### src/rtl/m2_block_writer_if.sv
// Bundles the block-request, IDCT result RAM and SRAM write signals of the
// block writer. The slave modport is the writer itself; master is its user.
interface m2_block_writer_if;
    logic        start;
    logic [1:0]  segment;
    logic [5:0]  block_col;
    logic [4:0]  block_row;
    logic [6:0]  dpram_address;
    logic [31:0] dpram_read_data;
    logic [17:0] SRAM_address;
    logic [15:0] SRAM_write_data;
    logic        SRAM_we_n;
    logic        busy;
    logic        done;

    modport slave (
        input  start, segment, block_col, block_row, dpram_read_data,
        output dpram_address, SRAM_address, SRAM_write_data, SRAM_we_n, busy, done
    );

    modport master (
        output start, segment, block_col, block_row, dpram_read_data,
        input  dpram_address, SRAM_address, SRAM_write_data, SRAM_we_n, busy, done
    );
endinterface

### src/rtl/m2_block_writer.sv
// Writes one reconstructed 8x8 Y/U/V block into the pre-upsampling YUV SRAM
// region: reads 64 signed IDCT results, clips them to 8 bits, packs pixel
// pairs (even pixel in the high byte) and issues 32 SRAM word writes.
module m2_block_writer #(
    parameter int Y_BASE       = 0,
    parameter int U_BASE       = 38400,
    parameter int V_BASE       = 57600,
    parameter int Y_ROW_WORDS  = 160,
    parameter int UV_ROW_WORDS = 80
) (
    input  logic              CLOCK_50_I,
    input  logic              resetn,
    m2_block_writer_if.slave  bus
);

    typedef enum logic [2:0] {
        S_IDLE,
        S_LI0,
        S_LI1,
        S_WR,
        S_CAP,
        S_DONE
    } state_t;

    state_t      state_q, state_d;
    logic [6:0]  rd_idx_q, rd_idx_d;          // RAM index currently presented
    logic [4:0]  pair_q, pair_d;              // write number k within the block
    logic [7:0]  even_q, even_d;              // clipped even pixel of current pair
    logic [17:0] row_words_q, row_words_d;    // SRAM words per image row of this segment
    logic [17:0] line_addr_q, line_addr_d;    // address of c=0 in the current block row
    logic [17:0] addr_q, addr_d;              // address of the next write
    logic [17:0] last_addr_q, last_addr_d;    // held SRAM address between writes
    logic [15:0] last_data_q, last_data_d;    // held SRAM data between writes

    logic        req_invalid;
    logic [17:0] req_base;
    logic [17:0] req_row_words;
    logic [17:0] req_line_addr;
    logic [15:0] packed_word;

    // Saturate a signed 32-bit IDCT result into an unsigned 8-bit pixel.
    function automatic logic [7:0] clip8(input logic [31:0] v);
        logic [7:0] r;
        if (v[31])
            r = 8'd0;
        else if (|v[30:8])
            r = 8'hFF;
        else
            r = v[7:0];
        return r;
    endfunction

    // Decode the incoming request: legality check and address of the block's first word.
    always_comb begin
        req_invalid = (bus.segment == 2'd3) || (bus.block_row > 5'd29) ||
                      ((bus.segment == 2'd0) ? (bus.block_col > 6'd39) : (bus.block_col > 6'd19));
        case (bus.segment)
            2'd0:    req_base = 18'(Y_BASE);
            2'd1:    req_base = 18'(U_BASE);
            default: req_base = 18'(V_BASE);
        endcase
        req_row_words = (bus.segment == 2'd0) ? 18'(Y_ROW_WORDS) : 18'(UV_ROW_WORDS);
        req_line_addr = req_base
                      + 18'({bus.block_row, 3'b000}) * req_row_words
                      + 18'({bus.block_col, 2'b00});
    end

    // The odd sample arrives from the RAM in the write cycle itself, so the word is formed combinationally.
    assign packed_word = {even_q, clip8(bus.dpram_read_data)};

    // Next-state and datapath update for the read/capture/write sequence.
    always_comb begin
        state_d     = state_q;
        rd_idx_d    = rd_idx_q;
        pair_d      = pair_q;
        even_d      = even_q;
        row_words_d = row_words_q;
        line_addr_d = line_addr_q;
        addr_d      = addr_q;
        last_addr_d = last_addr_q;
        last_data_d = last_data_q;

        case (state_q)
            S_IDLE: begin
                if (bus.start) begin
                    if (req_invalid) begin
                        state_d = S_DONE;
                    end else begin
                        state_d     = S_LI0;
                        rd_idx_d    = 7'd0;
                        pair_d      = 5'd0;
                        row_words_d = req_row_words;
                        line_addr_d = req_line_addr;
                        addr_d      = req_line_addr;
                    end
                end
            end
            S_LI0: begin
                rd_idx_d = rd_idx_q + 7'd1;
                state_d  = S_LI1;
            end
            S_LI1: begin
                even_d   = clip8(bus.dpram_read_data);
                rd_idx_d = rd_idx_q + 7'd1;
                state_d  = S_WR;
            end
            S_WR: begin
                last_addr_d = addr_q;
                last_data_d = packed_word;
                pair_d      = pair_q + 5'd1;
                // Four words per block row; after the fourth step down one image row.
                if (pair_q[1:0] == 2'd3) begin
                    line_addr_d = line_addr_q + row_words_q;
                    addr_d      = line_addr_q + row_words_q;
                end else begin
                    addr_d = addr_q + 18'd1;
                end
                if (pair_q == 5'd31) begin
                    state_d = S_DONE;
                end else begin
                    rd_idx_d = rd_idx_q + 7'd1;
                    state_d  = S_CAP;
                end
            end
            S_CAP: begin
                even_d   = clip8(bus.dpram_read_data);
                rd_idx_d = rd_idx_q + 7'd1;
                state_d  = S_WR;
            end
            S_DONE: begin
                state_d = S_IDLE;
            end
            default: begin
                state_d = S_IDLE;
            end
        endcase
    end

    // State and datapath registers with synchronous active-low reset.
    always_ff @(posedge CLOCK_50_I) begin
        if (!resetn) begin
            state_q     <= S_IDLE;
            rd_idx_q    <= 7'd0;
            pair_q      <= 5'd0;
            even_q      <= 8'd0;
            row_words_q <= 18'd0;
            line_addr_q <= 18'd0;
            addr_q      <= 18'd0;
            last_addr_q <= 18'd0;
            last_data_q <= 16'd0;
        end else begin
            state_q     <= state_d;
            rd_idx_q    <= rd_idx_d;
            pair_q      <= pair_d;
            even_q      <= even_d;
            row_words_q <= row_words_d;
            line_addr_q <= line_addr_d;
            addr_q      <= addr_d;
            last_addr_q <= last_addr_d;
            last_data_q <= last_data_d;
        end
    end

    assign bus.dpram_address   = rd_idx_q;
    assign bus.SRAM_we_n       = (state_q != S_WR);
    assign bus.SRAM_address    = (state_q == S_WR) ? addr_q : last_addr_q;
    assign bus.SRAM_write_data = (state_q == S_WR) ? packed_word : last_data_q;
    assign bus.busy            = (state_q != S_IDLE);
    assign bus.done            = (state_q == S_DONE);

endmodule

### src/flat_wrapper.sv
// flat-port wrapper written by rule: the top's interface ports become plain ports
module m2_block_writer_flat 
#(
    parameter int Y_BASE       = 0,
    parameter int U_BASE       = 38400,
    parameter int V_BASE       = 57600,
    parameter int Y_ROW_WORDS  = 160,
    parameter int UV_ROW_WORDS = 80
)
  (CLOCK_50_I, resetn, bus_start, bus_segment, bus_block_col, bus_block_row, bus_dpram_read_data, bus_dpram_address, bus_SRAM_address, bus_SRAM_write_data, bus_SRAM_we_n, bus_busy, bus_done);
  m2_block_writer_if bus_i ();
  input  logic CLOCK_50_I;
  input  logic resetn;
  input wire logic [$bits(bus_i.start)-1:0] bus_start;
  input wire logic [$bits(bus_i.segment)-1:0] bus_segment;
  input wire logic [$bits(bus_i.block_col)-1:0] bus_block_col;
  input wire logic [$bits(bus_i.block_row)-1:0] bus_block_row;
  input wire logic [$bits(bus_i.dpram_read_data)-1:0] bus_dpram_read_data;
  output wire logic [$bits(bus_i.dpram_address)-1:0] bus_dpram_address;
  output wire logic [$bits(bus_i.SRAM_address)-1:0] bus_SRAM_address;
  output wire logic [$bits(bus_i.SRAM_write_data)-1:0] bus_SRAM_write_data;
  output wire logic [$bits(bus_i.SRAM_we_n)-1:0] bus_SRAM_we_n;
  output wire logic [$bits(bus_i.busy)-1:0] bus_busy;
  output wire logic [$bits(bus_i.done)-1:0] bus_done;
  assign bus_i.start = bus_start;
  assign bus_i.segment = bus_segment;
  assign bus_i.block_col = bus_block_col;
  assign bus_i.block_row = bus_block_row;
  assign bus_i.dpram_read_data = bus_dpram_read_data;
  assign bus_dpram_address = bus_i.dpram_address;
  assign bus_SRAM_address = bus_i.SRAM_address;
  assign bus_SRAM_write_data = bus_i.SRAM_write_data;
  assign bus_SRAM_we_n = bus_i.SRAM_we_n;
  assign bus_busy = bus_i.busy;
  assign bus_done = bus_i.done;
  m2_block_writer #(.Y_BASE(Y_BASE), .U_BASE(U_BASE), .V_BASE(V_BASE), .Y_ROW_WORDS(Y_ROW_WORDS), .UV_ROW_WORDS(UV_ROW_WORDS)) u_core (.CLOCK_50_I(CLOCK_50_I), .resetn(resetn), .bus(bus_i));
endmodule
### config.mk
export PLATFORM = sky130hd
export DESIGN_NAME = m2_block_writer_flat
export DESIGN_NICKNAME = d
export VERILOG_FILES = /design/src/rtl/m2_block_writer_if.sv /design/src/rtl/m2_block_writer.sv /design/src/flat_wrapper.sv
export SDC_FILE = /design/constraint.sdc
export NUM_CORES = 1
export LEC_CHECK = 0
export ABC_AREA = 1
export BUFFER_PORTS_ARGS = -buffer_cell sky130_fd_sc_hd__clkbuf_2
export CAP_MARGIN = 40
export CORE_MARGIN = 4
export CORE_UTILIZATION = 40
export CTS_BUF_LIST = sky130_fd_sc_hd__clkbuf_4
export DETAILED_ROUTE_END_ITERATION = 10
export PLACE_DENSITY = 0.67
export SLEW_MARGIN = 20
export SYNTH_ARGS = -nofsm -noshare
export SYNTH_HDL_FRONTEND = slang
export SYNTH_SLANG_ARGS = --single-unit
export TNS_END_PERCENT = 20
### constraint.sdc
create_clock -name CLOCK_50_I -period 8.55 [get_ports CLOCK_50_I]
set_input_delay 0.855 -clock CLOCK_50_I [delete_from_list [all_inputs] [get_ports CLOCK_50_I]]
set_output_delay 0.855 -clock CLOCK_50_I [all_outputs]
set_load 0.1 [all_outputs]
==> results of run 1 <==
==> cells in the final DEF (no fill, tap or decap), types with 3 or more instances in the layout <==
cell type | synthesis | final
sky130_fd_sc_hd__xnor2_1 | 7 | 7
sky130_fd_sc_hd__a21oi_1 | 56 | 56
sky130_fd_sc_hd__inv_1 | 115 | 115
sky130_fd_sc_hd__o21ai_0 | 72 | 72
sky130_fd_sc_hd__nor2_1 | 126 | 126
sky130_fd_sc_hd__nor3b_1 | 5 | 5
sky130_fd_sc_hd__nand3b_1 | 6 | 6
sky130_fd_sc_hd__nor2_2 | 3 | 3
sky130_fd_sc_hd__fa_1 | 6 | 6
sky130_fd_sc_hd__nand3_1 | 56 | 56
sky130_fd_sc_hd__nand2_4 | 3 | 3
sky130_fd_sc_hd__o21ai_1 | 21 | 21
sky130_fd_sc_hd__clkbuf_2 | 0 | 91
sky130_fd_sc_hd__conb_1 | 2 | 5
sky130_fd_sc_hd__nor2_8 | 5 | 5
sky130_fd_sc_hd__nand2_2 | 6 | 6
sky130_fd_sc_hd__o211ai_1 | 9 | 9
sky130_fd_sc_hd__nand2_1 | 184 | 184
sky130_fd_sc_hd__inv_2 | 4 | 4
sky130_fd_sc_hd__nand4_1 | 4 | 4
sky130_fd_sc_hd__dfxtp_1 | 93 | 93
sky130_fd_sc_hd__or2_2 | 28 | 28
sky130_fd_sc_hd__xor2_1 | 10 | 10
sky130_fd_sc_hd__ha_1 | 33 | 33
sky130_fd_sc_hd__nor3_1 | 9 | 9
sky130_fd_sc_hd__buf_4 | 1 | 3
sky130_fd_sc_hd__clkbuf_4 | 0 | 10
==> routing by layer <==
layer / wire (um) / global-route usage (%)
met1: 6910 / 22.1
met2: 7280 / 30.6
met4: 294 / 6.06
met5: 0 / 0
met3: 735 / 3.24
==> how the worst max path moves through the flow <==
| stage | cells past startpoint | end | startpoint |
|---|---|---|---|
| floorplan | 25 | u_core.addr_q[16] | bus_segment[1] |
| global placement | 26 | u_core.addr_q[16] | bus_segment[1] |
| detailed placement | 26 | u_core.addr_q[16] | bus_segment[1] |
| CTS | 26 | u_core.addr_q[16] | bus_segment[1] |
| global route | 26 | u_core.addr_q[16] | bus_segment[1] |
| finish | 26 | u_core.addr_q[16] | bus_segment[1] |
==> state kept, by name (all words and copies together) (netlist names) <==
| signal | count |
|---|---|
| u_core.addr_q | 18 |
| u_core.bus.dpram_address | 7 |
| u_core.even_q | 8 |
| u_core.last_addr_q | 18 |
| u_core.last_data_q | 16 |
| u_core.line_addr_q | 16 |
| u_core.pair_q | 5 |
| u_core.row_words_q | 2 |
| u_core.state_q | 3 |
==> power by group <==
part | switching [mW] | leakage (nW) | internal, mW
clock | 0.156 | 0.0868 | 0.122
sequential | 0.0844 | 0.757 | 0.535
combinational | 0.892 | 2.69 | 0.292
==> through the flow <==
stage | setup WS [ns] | hold WS (ns) | power [mW] | cell area (sq um) | instances
floorplan | 4.17 | 0.443 | 1.62 | 6180 | 922
global placement | 3.61 | 0.455 | 1.81 | 6720 | 1171
detailed placement | 3.50 | 0.461 | 1.81 | 6720 | 1171
CTS | 4.02 | 0.481 | 2.09 | 6880 | 1187
global route | 3.64 | 0.501 | 2.23 | 6880 | 1187
finish | 3.99 | 0.478 | 2.08 | 6880 | 1187
==> worst min-delay path, stage by stage (launching register included) <==
cell	delay [ns]
sky130_fd_sc_hd__dfxtp_1	0.34
sky130_fd_sc_hd__nand2_1	0.06
sky130_fd_sc_hd__a21oi_1	0.05
==> cell families after synthesis <==
group,Yosys count,synth area share [%]
AND/OR/NAND/NOR,441,32.9
buffers and inverters,154,10.4
adder cells (fa/ha/maj),39,8.64
multiplexers,1,0.162
XOR/XNOR,17,2.41
other,2,0.122
AO/OA/AOI/OAI,172,15.2
flip-flops,93,30.2
==> layout make-up <==
type / count / share of cell area [%]
Clock buffer: 10 / 1.09
Clock inverter: 6 / 1.26
Inverter: 121 / 6.68
Multi-Input combinational cell: 675 / 53.5
Sequential cell: 93 / 27.1
Tap cell: 188 / 3.42
Timing Repair Buffer: 94 / 6.95
==> metrics list, run 1 <==
- Average cell area after synthesis: 6.72 sq um
- Summing all multi-input logic gate instances after layout gives 3680 sq um.
* Worst endpoint data arrival time: around 4.9 ns
* Maximum number of pins on one net before global-route repair: 48
* Pwr/cell area: ~300 nW/um^2
- Post-DR vias/cell: 4.99
* Cell variety after synth: 47
- Lkg Pwr: roughly 3.5 nW
- After floorplanning, the core was divided into 45 placement rows.
- # H-tree levels: 3
* Floorplan die width: 132 um
* Total wire length after detailed routing: 15.2 mm
- After layout, the worst path uses 53.4% of the clock period.
- The die covers 17500 sq um.
- The synthesized design devotes to its leading area cell type approximately 30% of total area.
- Post-detailed-route DRC marker count: 0
* Max Clock Freq: roughly 0.22 GHz
* Cell class contributing the biggest share of worst-path delay: adder cells
- The flow ran to the end, and the final reports show no timing, DRC or antenna violations.
- After the first detailed-routing iteration, the DRC count stood at 325.
- For the pin with the worst max-slew slack, the measured transition is a little over 0.8 ns.
* Final core occ: 45.4%
- The repair_antennas step left the layout with diodes totalling 0.
- The synthesized design contains 93 register bits.
* Count of flip-flops with a built-in enable after synthesis: 0
* Total number of vias: 5929
- The tree is rooted in a sky130_fd_sc_hd__clkbuf_4.
* Headroom to the max-slew limit: 45.1%
* IR Drop Worst-Case VDD: 0.220 mV
* Fin. Hold Viols: 0
- STA classifies the critical path endpoint as a register.
- Of the synthesized area, sequential elements account for 30.2%.
* Number of failing setup endpoints in the final timing report: 0
* Pre-Repair DR Iteration Count: 5
- Fill cells: approximately 1600
* Dominant cell by count in the synthesized netlist: sky130_fd_sc_hd__nand2_1
* CTS sink count: 93
* Number of nets at the end of the flow: ~1100
* CP Buf/Inv Count: 6
- Signed area change from the synthesized netlist to the final layout: 11.4%
- Sequential cell area: 1860 sq um
* Netlist area before placement: 6170 sq um
- Clock-pin slew was measured on the worst setup and hold paths at 0.14 ns.
- sky130_fd_sc_hd__dfxtp_1 takes more of the synthesized area than any other cell.
- Core Footprint: 15100 sq um
- Detailed placement finished with a half-perimeter wire length of 11.3 mm.
- After layout, the minimum clock period comes to 4.56 ns.
- Clock skew on the completed layout was measured at between 0.015 and 0.02 ns.
* Number of warnings reported in the yosys synthesis log: 0
- Final antenna-violating net count: 0
- Final routed wire length divided by cell count: 12.8 um
- Max-cap violations in this run came to 0.
- By startpoint and endpoint, the worst setup path is classified as in2reg.
- Cts-stage hold buffer count: 0
* CP startpoint kind: input pin
- Wire length of the first global-routing pass: roughly 26 mm
- Setup slack on the worst reg-to-reg path comes out at 6.06 ns.
- For hold timing, the worst endpoint is u_core.pair_q[4].
- Buffers inserted during clock tree synthesis total 9.
- Starting utilization of the core area: between 40 and 50%
- TritonCTS clock tree: yes
- After clock tree synthesis, the setup repair step added 0 buffers.
- Maximum cell stage delay along the critical path: 0.57 ns
- Number of global-route vias before repair: about 5600
- Layout cell share with drive strength beyond 1: 16.9%
* Buffers from clock root to sink, at most: 2
- Number of gates resized after CTS: 0
* Startpoint of the worst hold path: u_core.pair_q[4]
- The number of antenna violations at the first check in global routing came to 0.
* Dominant cells by area after synthesis: sky130_fd_sc_hd__dfxtp_1, sky130_fd_sc_hd__nand2_1, sky130_fd_sc_hd__nor2_1
- After technology mapping, the gate count stands at 919.
- I/O pin count: 92
- Clock latency on the worst-skew pair: roughly 0.47 ns
- Most frequent cell on the critical path: sky130_fd_sc_hd__nand2_1
- HP Class: reg2reg
- The number of pins exceeding their max-slew limit in the final report is 0.
- Global routing finished with a remaining overflow of 0.
- The commonest cells after synthesis are sky130_fd_sc_hd__nand2_1, sky130_fd_sc_hd__nor2_1, sky130_fd_sc_hd__inv_1.
* Startpoint of the most critical register-to-register path: u_core.state_q[2]
- All-layer global routing usage: 17.7%
* Port Buffer Count: a little over 90
* R2r worst-path depth: 10
- The worst hold path was traced through 2 stages.
- Maximum net fanout on the critical path: 11
- At the worst endpoint, the required time is 8.93 ns.
* Top_reg_cell synth: sky130_fd_sc_hd__dfxtp_1
* Cell with the largest stage delay on the worst path: sky130_fd_sc_hd__fa_1
- For this run, asynchronously set or reset flops after synthesis account for 0%.
* RSZ-0062 raised after global routing: false
* Setup TNS: 0 ns
- Placer Congestion: between 0.8 and 0.9
- The die is roughly 130 um tall.
- The endpoint identified for the worst register-to-register timing path is u_core.addr_q[5].
(Power assumes the default switching activity.)
==> run 2: changes to the inputs <==
Clock period 8.55 ns to 4.6 ns, I/O delays scaled along.
==> metrics list, run 2 (same netlist as run 1, synthesis figures left out) <==
- The flow ran to the end, and the final reports show no timing, DRC or antenna violations.
- The number of antenna violations at the first check in global routing is 0.
* TritonCTS clock tree: yes
- Combinational share of power: between 50% and 60%
* Pwr/cell area: 554 nW/um^2
- Signed area change from the synthesized netlist to the final layout: 11.6%
- The final critical path takes up 85.1% of the cycle.
* HP Class: in2reg
- Summed over all cells, the static leakage comes to 3.55 nW.
- Fill cells: 1586
- The number of antenna diodes in the final layout is 0.
- At the pin with the least slew margin, the transition time is 0.829 ns.
- Max-capacitance violation count: 0
- The total area inside the core boundary comes to 15100 sq um.
* Worst setup path class: in2reg
- Pre-Repair DR Iteration Count: 4
* Startpoint of the worst hold path: bus_block_col[1]
- The internal portion of the total power is 1.73 mW.
* Total number of vias: 5912
- Gr ovfl total: 0
- Maximum number of pins on one net before global-route repair: 58
* Total CTS buffers: 9
* Switch Pwr: 2.08 mW
- Pins Over Slew Limit: 0
* CTS sink count: 93
* Critical Path End: u_core.addr_q[16]
* Placed wire-length estimate: 11.2 mm
* Starting utilization of the core area: approximately 41%
* Total wire length after detailed routing: 14.9 mm
- Standard-cell rows: 45
* Number of failing setup endpoints in the final timing report: 0
* Setup skew after layout: 0.0242 ns
* Number of DRC markers in iteration 0: between 300 and 400
- Number of gates resized after CTS: 0
- For the worst setup path, the data required time is 4.99 ns.
- CTS root buffer: sky130_fd_sc_hd__clkbuf_4
* Biggest registers after layout: u_core.addr_q (18), u_core.last_addr_q (18)
- STA classifies the critical path endpoint as a register.
* Most frequent cells in the layout: sky130_fd_sc_hd__nand2_1, sky130_fd_sc_hd__nor2_1, sky130_fd_sc_hd__inv_1, sky130_fd_sc_hd__dfxtp_1, sky130_fd_sc_hd__clkbuf_2
- Maximum cell stage delay along the critical path: around 0.57 ns
- Final critical delay including setup and external delays: 3.91 ns
* Clock latency on the worst-skew pair: around 0.47 ns
- In this run the post-CTS setup repair buffer count came out at 0.
* CP startpoint kind: input pin
- Layout cell share with drive strength beyond 1: 17.0%
- In the routed layout, each cell is associated on average with a via count of 4.98.
- IR analysis of the VDD net gives a maximum drop of 0.430 mV.
* Crit path launch: bus_segment[1]
- Port buffering added 91 buffers.
* Clock network fraction of design power: 12.1%
- The H-tree was split into 3 levels.
* Clock-pin slew of the registers on the worst-case setup and hold paths: 0.15 ns
* Number of global-route vias before repair: 5506
- Final antenna-violating net count: 0
- The number of hold buffers added after CTS was 0.
- Sequential group share of total power: 30.1%
- Floorplan die width: 132 um
* R2r worst-path depth: 10
* Cell with the largest stage delay on the worst path: sky130_fd_sc_hd__fa_1
- 92 I/O pins were placed.
* Wire length of the first global-routing pass: 25.6 mm
* Most common cell after layout, fill and taps aside: sky130_fd_sc_hd__nand2_1
- Global routing used 17.4% of the available tracks across all layers.
- Headroom to the max-slew limit: 44.7%
- Startpoint of the most critical register-to-register path: u_core.pair_q[0]
- RSZ-0062 raised after global routing: false
* Placer Congestion: 0.868
- The floorplan step defined a die boundary enclosing 17500 sq um.
- Flop2flop setup slack: 2.28 ns
* Final core occ: between 40% and 50%
- For this run, design rule violations remaining after detail routing come to 0.
* Number of nets at the end of the flow: 1083
- Worst endpoint data arrival time: about 4.3 ns
- Final routed wire length divided by cell count: 12.5 um
- Max Clock Freq: 0.256 GHz
- Summed over all failing endpoints, the final setup total negative slack is 0 ns.
* Fraction of power spent switching nets: 54.7%
- The longest clock path from root to sink contains 2 buffers.
* Most frequent cell on the critical path: sky130_fd_sc_hd__nand2_1
* Maximum net fanout on the critical path: 7
* Fin. Hold Viols: 0
- In this run the critical register-to-register path is captured at u_core.bus.dpram_address[3].
- From bottom edge to top edge, the die measures 132 um.
run 2: changes by cell type in the layout (fill, tap and decap cells not counted), sizes merged:
cell | before | now
clkinv | 2 | 1
buf | 3 | 5
clkbuf | 101 | 103
clkinvlp | 1 | 0
bufinv | 2 | 1
run 2: layout make-up:
type / count / area (sq um) / area share [%]
Clock buffer: 12 / 90.1 / 1.31
Clock inverter: 3 / 46.3 / 0.672
Inverter: 121 / 459 / 6.67
Multi-Input combinational cell: 675 / 3680 / 53.5
Sequential cell: 93 / 1860 / 27.0
Tap cell: 188 / 235 / 3.42
Timing Repair Buffer: 96 / 513 / 7.45
run 2: per-layer routing:
metal	track usage [%]	wire (um)
met3	3.28	676
met2	30.0	7100
met4	4.27	222
met5	0	0
met1	22.4	6910
run 2: worst min-delay path by stage:
stage	to	slack (ns)	cells after the start
floorplan	u_core.pair_q[4]	0.44	2
global placement	u_core.pair_q[4]	0.46	2
detailed placement	u_core.pair_q[4]	0.46	2
CTS	u_core.line_addr_q[3]	0.22	3
global route	u_core.line_addr_q[3]	0.23	3
finish	u_core.line_addr_q[3]	0.26	3
run 2: worst max-delay path, delay by kind of cell:
family,cells,cell delay [ns]
compound gates,4,0.44
buf+inv,6,0.57
simple gates,12,1.05
fa+ha+maj,4,1.67
xor+xnor,1,0.14
run 2: through the flow:
step                hold WS, ns  cells  area, sq um  setup slack, ns  power (mW)
global placement          0.456   1171         6720            0.281        3.36
CTS                       0.223   1187         6870            0.709        3.84
detailed placement        0.460   1172         6740            0.175        3.38
finish                    0.256   1188         6890            0.687        3.81
global route              0.225   1188         6890            0.308        4.10
floorplan                 0.443    922         6180            0.614        3.01
run 2: power by group through the flow:
| stage | Combinational, mW | Clock, mW | Sequential (mW) |
|---|---|---|---|
| floorplan | 1.85 | 0 | 1.16 |
| global placement | 2.19 | 0 | 1.16 |
| detailed placement | 2.21 | 0 | 1.17 |
| CTS | 2.22 | 0.474 | 1.15 |
| global route | 2.41 | 0.509 | 1.17 |
| finish | 2.20 | 0.460 | 1.15 |
==> run 3: changes to the inputs <==
Settings changed: REMOVE_ABC_BUFFERS set to 1.
==> metrics list, run 3 (same netlist as run 1, synthesis figures left out) <==
- Floorplan die width: around 130 um
- Number of global-route vias before repair: around 5600
* Final antenna-violating net count: 0
* Clock latency on the worst-skew pair: 0.47 ns
- At the pin with the least slew margin, the transition time is 0.673 ns.
- # H-tree levels: 3
- I/O pin count: between 90 and 100
* Critical path endpoint category: register
* Signed area change from the synthesized netlist to the final layout: 12.0%
* Total wire length after detailed routing: 15.2 mm
* Clock-pin slew of the registers on the worst-case setup and hold paths: 0.14 ns
- Final routed wire length divided by cell count: roughly 13 um
* Worst endpoint data arrival time: 4.24 ns
- Across all setup checks in the final design, the least slack found is 0.735 ns.
* Max Clock Freq: 0.259 GHz
* All-layer global routing usage: approximately 18%
- The detailed router placed 5934 vias in this run.
- The top cell types in the final layout, fill and taps aside, are sky130_fd_sc_hd__nand2_1, sky130_fd_sc_hd__nor2_1, sky130_fd_sc_hd__inv_1, sky130_fd_sc_hd__dfxtp_1, sky130_fd_sc_hd__clkbuf_2.
- Endpoint, Worst Hold: u_core.line_addr_q[2]
* Number of nets at the end of the flow: 1085
* Pins Over Slew Limit: 0
* Tot Pwr: 3.81 mW
- Required time reported for the critical path endpoint: 4.98 ns
* TritonCTS clock tree: yes
- Antenna violations before repair: 0
- Pre-Repair DR Iteration Count: 4
- Final critical delay including setup and external delays: 3.86 ns
- Setup skew after layout: roughly 0.018 ns
- Port Buffer Count: 91
* Post-DR vias/cell: 4.99
- Placer Congestion: 0.854
- The floorplan step defined a die boundary enclosing between 15000 and 20000 sq um.
- Fin. Hold Viols: 0
* Maximum number of pins on one net before global-route repair: 58
- Lkg Pwr: 3.56 nW
* Max-capacitance violation count: 0
- Global routing finished with a remaining overflow of 0.
- CTS sink count: 93
* Number of DRC markers in iteration 0: 308
- VDD sags by at most 0.424 mV.
- Biggest registers after layout: u_core.addr_q (18), u_core.last_addr_q (18)
* R2r worst-path depth: 11
- Most common cell after layout, fill and taps aside: sky130_fd_sc_hd__nand2_1
- The worst register-to-register path begins at u_core.state_q[2].
- Total CTS buffers: 9
- Placement-stage worst setup slack: between 0.2 and 0.25 ns
- Endpoint of the worst register-to-register path: u_core.addr_q[5]
- Setup slack on the worst reg-to-reg path comes out at 2.19 ns.
- Cells fill 45.6% of the core in the end.
* Setup Buffers After CTS: 0
- The initial utilization of the core area, before any placement, comes to 40.8%.
* Number of failing setup endpoints in the final timing report: 0
- The core region is 15100 sq um.
- The run finished with clean final reports.
- Die H: ~130 um
- In this run the worst path has a maximum fanout of 7.
- Buffers from clock root to sink, at most: 2
- Setup total negative slack on the finished layout was measured at 0 ns.
* Number of inserted diodes: 0
- On the final layout, the worst hold slack is 0.244 ns.
- Standard-cell rows: 45
* HP Class: in2reg
- Startpoint of the worst hold path: bus_block_col[0]
- Layout cell share with drive strength beyond 1: 17.2%
- Headroom to the max-slew limit came out at between 50% and 60%.
- The HPWL after detailed placement is approximately 11 mm.
- CP startpoint kind: input pin
* Post-detailed-route DRC marker count: 0
- Worst Hold Path Cells: 3
- The first global-routing pass estimated 25.9 mm of wire.
- Final Cycle Share: around 84%
* Cts-stage hold buffer count: 0
- The number of gates resized after CTS was 0.
* RSZ-0062 raised after global routing: false
- Clock tree synthesis selected as its root buffer the cell sky130_fd_sc_hd__clkbuf_4.
- Pwr/cell area: 552 nW/um^2
- The critical path in this run is classified as in2reg.
==> run 3: layout make-up <==
type,instances,area [sq um]
Inverter,121,459
Timing Repair Buffer,98,541
Sequential cell,93,1860
Multi-Input combinational cell,675,3680
Tap cell,188,235
Fill cell,1591,8230
Clock buffer,10,75.1
Clock inverter,5,60.1
==> run 3: report_power, final <==
| group | total (mW) | switching [mW] | internal (mW) | leakage (nW) |
|---|---|---|---|---|
| clock | 0.457 | 0.285 | 0.172 | 0.0733 |
| combinational | 2.21 | 1.66 | 0.553 | 2.73 |
| sequential | 1.15 | 0.155 | 0.994 | 0.757 |
| total | 3.81 | 2.10 | 1.72 | 3.56 |
==> run 3: worst max path at each step <==
stage | start | slack, ns | endpoint
2_1_floorplan | bus_segment[1] | 0.52 | u_core.addr_q[16]
3_3_place_gp | bus_segment[1] | 0.30 | u_core.addr_q[16]
3_5_place_dp | bus_segment[1] | 0.23 | u_core.addr_q[16]
4_1_cts | bus_segment[1] | 0.75 | u_core.addr_q[16]
5_1_grt | bus_segment[1] | 0.32 | u_core.addr_q[16]
6_report | bus_segment[1] | 0.74 | u_core.addr_q[16]
==> run 3: per-layer routing <==
layer | vias to the layer above | track usage [%] | part of all wire (%)
met1 | 2676 | 22.2 | 45
met4 | 0 | 6.06 | 2.1
met5 | - | 0 | 0
li1 | 3095 | - | -
met3 | 22 | 3.47 | 5.8
met2 | 141 | 30.0 | 47
==> run 3: critical path, stage by stage <==
cell and delay, ns:
sky130_fd_sc_hd__clkbuf_2 0.16, sky130_fd_sc_hd__nor2_2 0.21, sky130_fd_sc_hd__o21ai_0 0.17, sky130_fd_sc_hd__ha_1 0.31, sky130_fd_sc_hd__inv_1 0.05, sky130_fd_sc_hd__fa_1 0.52
sky130_fd_sc_hd__inv_1 0.04, sky130_fd_sc_hd__ha_1 0.28, sky130_fd_sc_hd__ha_1 0.34, sky130_fd_sc_hd__nand2_1 0.10, sky130_fd_sc_hd__nand2_1 0.05, sky130_fd_sc_hd__a21o_1 0.17
sky130_fd_sc_hd__nand2_1 0.06, sky130_fd_sc_hd__nand2_1 0.05, sky130_fd_sc_hd__a21oi_1 0.15, sky130_fd_sc_hd__xor2_1 0.16, sky130_fd_sc_hd__ha_1 0.29, sky130_fd_sc_hd__inv_1 0.07
sky130_fd_sc_hd__o21ai_0 0.06, sky130_fd_sc_hd__nor2_1 0.15, sky130_fd_sc_hd__nand3_1 0.09, sky130_fd_sc_hd__nand3_1 0.12, sky130_fd_sc_hd__nand3_1 0.07, sky130_fd_sc_hd__nand2_1 0.07
sky130_fd_sc_hd__inv_1 0.03
==> run 3: metrics by stage <==
step	cells	area [sq um]
finish	1190	6910
global route	1190	6910
CTS	1188	6870
detailed placement	1173	6730
global placement	1173	6730
floorplan	889	6000
